## config.mk

```make
export PLATFORM = sky130hd
export DESIGN_NAME = ex_exec_core
export DESIGN_NICKNAME = d
export VERILOG_FILES = /design/src/rtl/ex_pkg.sv /design/src/rtl/ex_branch_cmp.sv /design/src/rtl/ex_exec_core.sv
export SDC_FILE = /design/constraint.sdc
export NUM_CORES = 1
export LEC_CHECK = 0
export CORE_ASPECT_RATIO = 1.1
export CORE_MARGIN = 3
export CORE_UTILIZATION = 55
export CTS_CLUSTER_DIAMETER = 40
export CTS_CLUSTER_SIZE = 20
export DETAILED_ROUTE_END_ITERATION = 16
export DONT_BUFFER_PORTS = 1
export PLACE_DENSITY = 0.7
export RECOVER_POWER = 100
export SYNTH_ARGS = -nofsm -noshare
export SYNTH_HDL_FRONTEND = slang
export SYNTH_SLANG_ARGS = --single-unit
```

## constraint.sdc

```tcl
create_clock -name clk -period 5.4 [get_ports clk]
set_input_delay 0.54 -clock clk [delete_from_list [all_inputs] [get_ports clk]]
set_output_delay 0.54 -clock clk [all_outputs]
set_load 0.03 [all_outputs]
```

## src/rtl/ex_pkg.sv

```systemverilog
// ex_pkg: shared types and constants for the RV32I execute stage.
// Holds the ALU opcode, branch-condition and forwarding-select encodings.
package ex_pkg;

  localparam int XLEN = 32;

  typedef enum logic [3:0] {
    ALU_ADD   = 4'd0,
    ALU_SUB   = 4'd1,
    ALU_SLL   = 4'd2,
    ALU_SLT   = 4'd3,
    ALU_SLTU  = 4'd4,
    ALU_XOR   = 4'd5,
    ALU_SRL   = 4'd6,
    ALU_SRA   = 4'd7,
    ALU_OR    = 4'd8,
    ALU_AND   = 4'd9,
    ALU_PASSB = 4'd10,
    ALU_NOP   = 4'd15
  } alu_op_e;

  // Encoded exactly as the RISC-V branch funct3 field; 2 and 3 are unused.
  typedef enum logic [2:0] {
    BR_BEQ  = 3'd0,
    BR_BNE  = 3'd1,
    BR_BLT  = 3'd4,
    BR_BGE  = 3'd5,
    BR_BLTU = 3'd6,
    BR_BGEU = 3'd7
  } br_op_e;

  // Code 2'b11 is not listed and falls back to the register file.
  typedef enum logic [1:0] {
    FW_RF  = 2'b00,
    FW_MEM = 2'b01,
    FW_WB  = 2'b10
  } fw_sel_e;

endpackage

```

## src/rtl/ex_branch_cmp.sv

```systemverilog
// ex_branch_cmp: branch condition evaluation, redirect request and target.
// Purely combinational; JALR outranks JAL, which outranks a conditional branch.
module ex_branch_cmp
  import ex_pkg::*;
#(
  parameter logic [XLEN-1:0] RESET_PC = '0
) (
  input  logic            valid_i,
  input  logic [2:0]      br_op_i,
  input  logic            is_branch_i,
  input  logic            is_jal_i,
  input  logic            is_jalr_i,
  input  logic [XLEN-1:0] pc_i,
  input  logic [XLEN-1:0] imm_i,
  input  logic [XLEN-1:0] rs1_op_i,
  input  logic [XLEN-1:0] rs2_op_i,
  output logic            flush_o,
  output logic [XLEN-1:0] br_target_o
);

  logic            taken;
  logic [XLEN-1:0] target;

  // Evaluate the branch condition on the forwarded operands.
  always_comb begin
    taken = 1'b0;
    case (br_op_e'(br_op_i))
      BR_BEQ:  taken = (rs1_op_i == rs2_op_i);
      BR_BNE:  taken = (rs1_op_i != rs2_op_i);
      BR_BLT:  taken = ($signed(rs1_op_i) <  $signed(rs2_op_i));
      BR_BGE:  taken = ($signed(rs1_op_i) >= $signed(rs2_op_i));
      BR_BLTU: taken = (rs1_op_i <  rs2_op_i);
      BR_BGEU: taken = (rs1_op_i >= rs2_op_i);
      default: taken = 1'b0;
    endcase
  end

  // Pick the redirect target; JALR clears bit 0 of its computed address.
  always_comb begin
    target = pc_i + imm_i;
    if (is_jalr_i) begin
      target = (rs1_op_i + imm_i) & ~XLEN'(1);
    end
  end

  // Request a redirect only for a valid control-transfer that actually goes.
  always_comb begin
    flush_o     = valid_i & (is_jalr_i | is_jal_i | (is_branch_i & taken));
    br_target_o = flush_o ? target : RESET_PC;
  end

endmodule

```

## src/rtl/ex_exec_core.sv

```systemverilog
// ex_exec_core: RV32I execute stage -- operand forwarding, ALU, branch/jump
// resolution and the EX/MEM result register.
// Optional feature macro EX_BYPASS_EN: when defined, the MEM/WB bypass mux is
// active; otherwise operands always come straight from the register file.
module ex_exec_core #(
  parameter int              XLEN     = 32,
  parameter logic [XLEN-1:0] RESET_PC = '0
) (
  input  logic            clk,
  input  logic            rst,
  input  logic            valid_i,
  input  logic [3:0]      alu_op_i,
  input  logic [2:0]      br_op_i,
  input  logic            is_branch_i,
  input  logic            is_jal_i,
  input  logic            is_jalr_i,
  input  logic            use_imm_i,
  input  logic            use_pc_i,
  input  logic [XLEN-1:0] pc_i,
  input  logic [XLEN-1:0] imm_i,
  input  logic [XLEN-1:0] rs1_data_i,
  input  logic [XLEN-1:0] rs2_data_i,
  input  logic [1:0]      fw_rs1_i,
  input  logic [1:0]      fw_rs2_i,
  input  logic [XLEN-1:0] mem_byp_i,
  input  logic [XLEN-1:0] wb_byp_i,
  input  logic [4:0]      rd_addr_i,
  input  logic            rd_we_i,
  output logic [XLEN-1:0] rd_res_o,
  output logic [4:0]      rd_addr_o,
  output logic            rd_we_o,
  output logic            valid_o,
  output logic [XLEN-1:0] store_data_o,
  output logic            flush_o,
  output logic [XLEN-1:0] br_target_o
);

  import ex_pkg::*;

  logic [XLEN-1:0] rs1_op;
  logic [XLEN-1:0] rs2_op;
  logic [XLEN-1:0] op_a;
  logic [XLEN-1:0] op_b;
  logic [XLEN-1:0] alu_res;
  logic [XLEN-1:0] ex_res;
  logic            ex_we;
  logic [4:0]      shamt;

`ifdef EX_BYPASS_EN
  // Select each source operand from the RF or one of the two bypass paths.
  always_comb begin
    rs1_op = rs1_data_i;
    rs2_op = rs2_data_i;
    case (fw_sel_e'(fw_rs1_i))
      FW_MEM:  rs1_op = mem_byp_i;
      FW_WB:   rs1_op = wb_byp_i;
      default: rs1_op = rs1_data_i;
    endcase
    case (fw_sel_e'(fw_rs2_i))
      FW_MEM:  rs2_op = mem_byp_i;
      FW_WB:   rs2_op = wb_byp_i;
      default: rs2_op = rs2_data_i;
    endcase
  end
`else
  logic unused_byp;

  // Without bypassing the operands are the register-file values as read.
  always_comb begin
    rs1_op     = rs1_data_i;
    rs2_op     = rs2_data_i;
    unused_byp = ^{fw_rs1_i, fw_rs2_i, mem_byp_i, wb_byp_i};
  end
`endif

  // Steer PC/immediate into the ALU for AUIPC and immediate-form instructions.
  always_comb begin
    op_a  = use_pc_i  ? pc_i  : rs1_op;
    op_b  = use_imm_i ? imm_i : rs2_op;
    shamt = op_b[4:0];
  end

  // Integer ALU; unlisted opcodes produce zero like NOP.
  always_comb begin
    alu_res = '0;
    case (alu_op_e'(alu_op_i))
      ALU_ADD:   alu_res = op_a + op_b;
      ALU_SUB:   alu_res = op_a - op_b;
      ALU_SLL:   alu_res = op_a << shamt;
      ALU_SLT:   alu_res = XLEN'($signed(op_a) < $signed(op_b));
      ALU_SLTU:  alu_res = XLEN'(op_a < op_b);
      ALU_XOR:   alu_res = op_a ^ op_b;
      ALU_SRL:   alu_res = op_a >> shamt;
      ALU_SRA:   alu_res = $unsigned($signed(op_a) >>> shamt);
      ALU_OR:    alu_res = op_a | op_b;
      ALU_AND:   alu_res = op_a & op_b;
      ALU_PASSB: alu_res = op_b;
      default:   alu_res = '0;
    endcase
  end

  // Jumps write the link address; a plain branch (no jump flag) never writes rd.
  always_comb begin
    ex_res = (is_jal_i | is_jalr_i) ? (pc_i + XLEN'(4)) : alu_res;
    ex_we  = rd_we_i & valid_i & (rd_addr_i != 5'd0)
           & ~(is_branch_i & ~is_jal_i & ~is_jalr_i);
  end

  ex_branch_cmp #(
    .RESET_PC (RESET_PC)
  ) u_branch_cmp (
    .valid_i     (valid_i),
    .br_op_i     (br_op_i),
    .is_branch_i (is_branch_i),
    .is_jal_i    (is_jal_i),
    .is_jalr_i   (is_jalr_i),
    .pc_i        (pc_i),
    .imm_i       (imm_i),
    .rs1_op_i    (rs1_op),
    .rs2_op_i    (rs2_op),
    .flush_o     (flush_o),
    .br_target_o (br_target_o)
  );

  // EX/MEM register: captures every cycle, bubbles only clear the qualifiers.
  always_ff @(posedge clk or posedge rst) begin
    if (rst) begin
      rd_res_o     <= '0;
      rd_addr_o    <= '0;
      rd_we_o      <= 1'b0;
      valid_o      <= 1'b0;
      store_data_o <= '0;
    end else begin
      rd_res_o     <= ex_res;
      rd_addr_o    <= rd_addr_i;
      rd_we_o      <= ex_we;
      valid_o      <= valid_i;
      store_data_o <= rs2_op;
    end
  end

endmodule

```

==> flow_metrics.env <==
export IMPL_synth_edf_count=0
export IMPL_yosysWarnings=0
export IMPL_holdCritStartpoint="rs2_data_i[17]"
export IMPL_dp_hpwl_mm=61.01
export IMPL_via_count=19605
export IMPL_grt_overflow=0
export IMPL_worstPathCellList="ha_1 > fa_1 > a21oi_1 > nor2_1 > o31a_1 > o31ai_1 > o31ai_1 > a21boi_0 > o21ai_1 > or4_1 > a21oi_1"
export IMPL_cts_tree="done"
export IMPL_portBuffers=0
export IMPL_via_per_inst=7.326
export IMPL_synth_area_leaders="ha_1 14%, dfrtp_1 10%, mux2i_1 9.3%, a21oi_1 5.5%, nor2_1 4.9%"
export IMPL_end_kind="primary output"
export IMPL_wirelength_mm=77.69
export IMPL_report_final_setup_viol=0
export IMPL_grt_pass1_vias=18587
export IMPL_critical_path_max_stage_delay_ns=0.57
export IMPL_syn_cell_area_um2=17070
export IMPL_critPathRequiredTime_ns=4.86
export IMPL_worst_slew_pin_slew_ns=4.306
export IMPL_p_leak_nw=7.695
export IMPL_antenna_found_initial=2
export IMPL_die_area_um2=33180
export IMPL_ys_types=88
export IMPL_fmax_mhz=208.7
export IMPL_root_buffer="clkbuf_16"
export IMPL_syn_instance_count=2340
export IMPL_grt_pass1_wl_mm=114.7
export IMPL_powerDensity_nw_per_um2=199.9
export IMPL_initial_utilization_pct=55.93
export IMPL_violations="capacitance limit, slew limit"
export IMPL_comb_power_share_pct=62.7
export IMPL_min_period_over_period_pct=88.72
export IMPL_fin_setup_tns_ns=0
export IMPL_cts_max_path_buffers=2
export IMPL_placed_cells=2659
export IMPL_async_flop_share_pct=100.0
export IMPL_cpMaxStageDelayCell="a21oi_1"
export IMPL_peakVddDrop_mv=0.1677
export IMPL_synthToLayoutAreaGrowth_pct=3.108
export IMPL_path_class="input pin to primary output"
export IMPL_yosysMostFrequentCell="nor2_1"
export IMPL_hold_violations=0
export IMPL_outcome="complete, but fails checks"
export IMPL_post_cts_buffers=0
export IMPL_p_clk_share_pct=18.0
export IMPL_multiInputGateArea_um2=14200
export IMPL_coreArea_um2=30510
export IMPL_hold_class="input pin to flip-flop"
export IMPL_fin_nets=2668
export IMPL_rsz0062_at_grt="no"
export IMPL_start_kind="input pin"
export IMPL_dieWidth_um=174.0
export IMPL_drc=0
export IMPL_first_iter_violations=2485
export IMPL_cts_buffers=9
export IMPL_ios=321
export IMPL_cts_repair_resized=0
export IMPL_ant_nets=0
export IMPL_post_synth_top_area_fraction_pct=14.00
export IMPL_max_cap_violations=2
export IMPL_drtPass1Iterations=6
export IMPL_min_period_ns=4.791
export IMPL_clkTransAtPathRegs_ns=0.07
export IMPL_ys_seq_area_share_pct=10.41
export IMPL_switchingPower_mw=1.828
export IMPL_cts_hold_buf=0
export IMPL_grt_max_degree=77
export IMPL_slew_headroom_pct=-187.1
export IMPL_cts_max_level=3
export IMPL_synth_area_leader_cell="ha_1"
export IMPL_layout_drive_gt1_share_pct=6.148
export IMPL_avgRoutedWirePerCell_um=29.03
export IMPL_grt_util_all_layers_pct=44.72
export IMPL_synth_main_ff_cell="dfrtp_1"
export IMPL_p_int_mw=1.691
export IMPL_seq_power_share_pct=19.3
export IMPL_finalMaxSlewViolations=101
export IMPL_fillers=3002
export IMPL_syn_area_per_cell_um2=7.294
export IMPL_die_h_um=190.8
export IMPL_synth_fp_nets=2752
export IMPL_cts_sinks=71
export IMPL_synthTopCellsByCount="224 x nor2_1, 191 x ha_1, 190 x nand2_1"
export IMPL_whs_endpoint="store_data_o[17]"
export IMPL_worstPathMaxFanout=4
export IMPL_crit_arrival_ns=4.25
export IMPL_seq_area_um2=1777
export IMPL_min_path_cells=0
export IMPL_core_rowCount=67
export IMPL_p_sw_share_pct=51.95
export IMPL_synth_seq_cells=71
export IMPL_stdcell_count=2676
export IMPL_gp_congestion=1.117
==> layout by cell type, fill, tap and decap left out, types with 19 or more instances in the layout <==
| cell | instances |
|---|---|
| a211oi_1 | 54 |
| a21o_1 | 51 |
| a21oi_1 | 187 |
| a221oi_1 | 25 |
| a22oi_1 | 30 |
| a31oi_1 | 33 |
| and3_1 | 28 |
| buf_4 | 31 |
| dfrtp_1 | 71 |
| ha_1 | 191 |
| inv_1 | 120 |
| inv_2 | 19 |
| mux2i_1 | 158 |
| mux2i_2 | 19 |
| nand2_1 | 190 |
| nand2b_1 | 20 |
| nand3_1 | 66 |
| nand4_1 | 29 |
| nor2_1 | 220 |
| nor2b_1 | 20 |
| nor3_1 | 59 |
| o211ai_1 | 28 |
| o21ai_0 | 129 |
| o21bai_1 | 26 |
| o22ai_1 | 30 |
| or3_1 | 19 |
| xnor2_1 | 51 |
| xor2_1 | 39 |
==> how the worst max path moves through the flow <==
| stage | from | end | slack [ns] | depth (start not counted) |
|---|---|---|---|---|
| after floorplan | use_imm_i | rd_res_o[20] | 1.25 | 15 |
| after detailed placement | pc_i[0] | br_target_o[24] | 0.80 | 11 |
| after CTS | pc_i[0] | br_target_o[24] | 0.79 | 11 |
| after global routing | use_pc_i | rd_res_o[26] | 0.41 | 13 |
| after global placement | use_pc_i | rd_res_o[26] | 0.88 | 13 |
| final | pc_i[0] | br_target_o[24] | 0.61 | 11 |
==> flip-flops by register name (all words and copies together) (netlist names) <==
signal,flops
rd_we_o,1
rd_addr_o,5
valid_o,1
store_data_o,32
rd_res_o,32
==> kinds of logic (layout without fill, tap and decap cells) <==
logic type	after synthesis	after routing	share of synthesized area, %
compound gates	777	777	30.47
simple gates	721	721	19.77
mux	209	209	13.54
fa+ha+maj	195	195	14.47
buf+inv	277	198	6.722
xor+xnor	90	90	4.618
other cells	0	1	0
flops	71	71	10.41
==> routing by layer <==
layer	track usage, %	share of wire, %	vias up
met5	0	0	-
met4	23.67	5.9	0
met3	11.75	14	262
met2	69.46	44	1464
met1	56.89	37	9306
li1	-	-	8573
==> cell type report <==
cell class,instances,area share (%)
Clock inverter,5,0.3271
Clock buffer,11,1.379
Sequential cell,71,10.10
Inverter,142,3.036
Timing Repair Buffer,40,1.522
Multi-Input combinational cell,1992,80.68
Antenna cell,1,0.01422
Tap cell,414,2.943
==> power groups by stage <==
stage | clock [mW] | sequential [mW] | combinational [mW]
final | 0.634 | 0.678 | 2.21
after global placement | 0 | 0.687 | 2.08
after floorplan | 0 | 0.675 | 1.58
after detailed placement | 0 | 0.688 | 2.11
after CTS | 0.637 | 0.679 | 2.12
after global routing | 0.654 | 0.681 | 2.35
==> through the flow <==
stage	power, mW	worst slack [ns]	util [%]	hold slack, ns	cell area [um2]
after floorplan	2.254	1.253	-	0.5714	17070
after global placement	2.767	0.8805	56.84	0.5715	17340
after detailed placement	2.799	0.7999	56.84	0.5715	17340
after CTS	3.440	0.7934	57.82	0.1900	17640
after global routing	3.680	0.4100	57.66	0.1918	17600
final	3.518	0.6093	57.67	0.1937	17600
==> critical path, delay by kind of cell <==
family | cells | cell delay (ns)
AOI/OAI and AO/OA | 7 | 2.46
adders and majority gates | 2 | 0.65
and+or+nand+nor | 2 | 0.59
(Power assumes the default switching activity.)
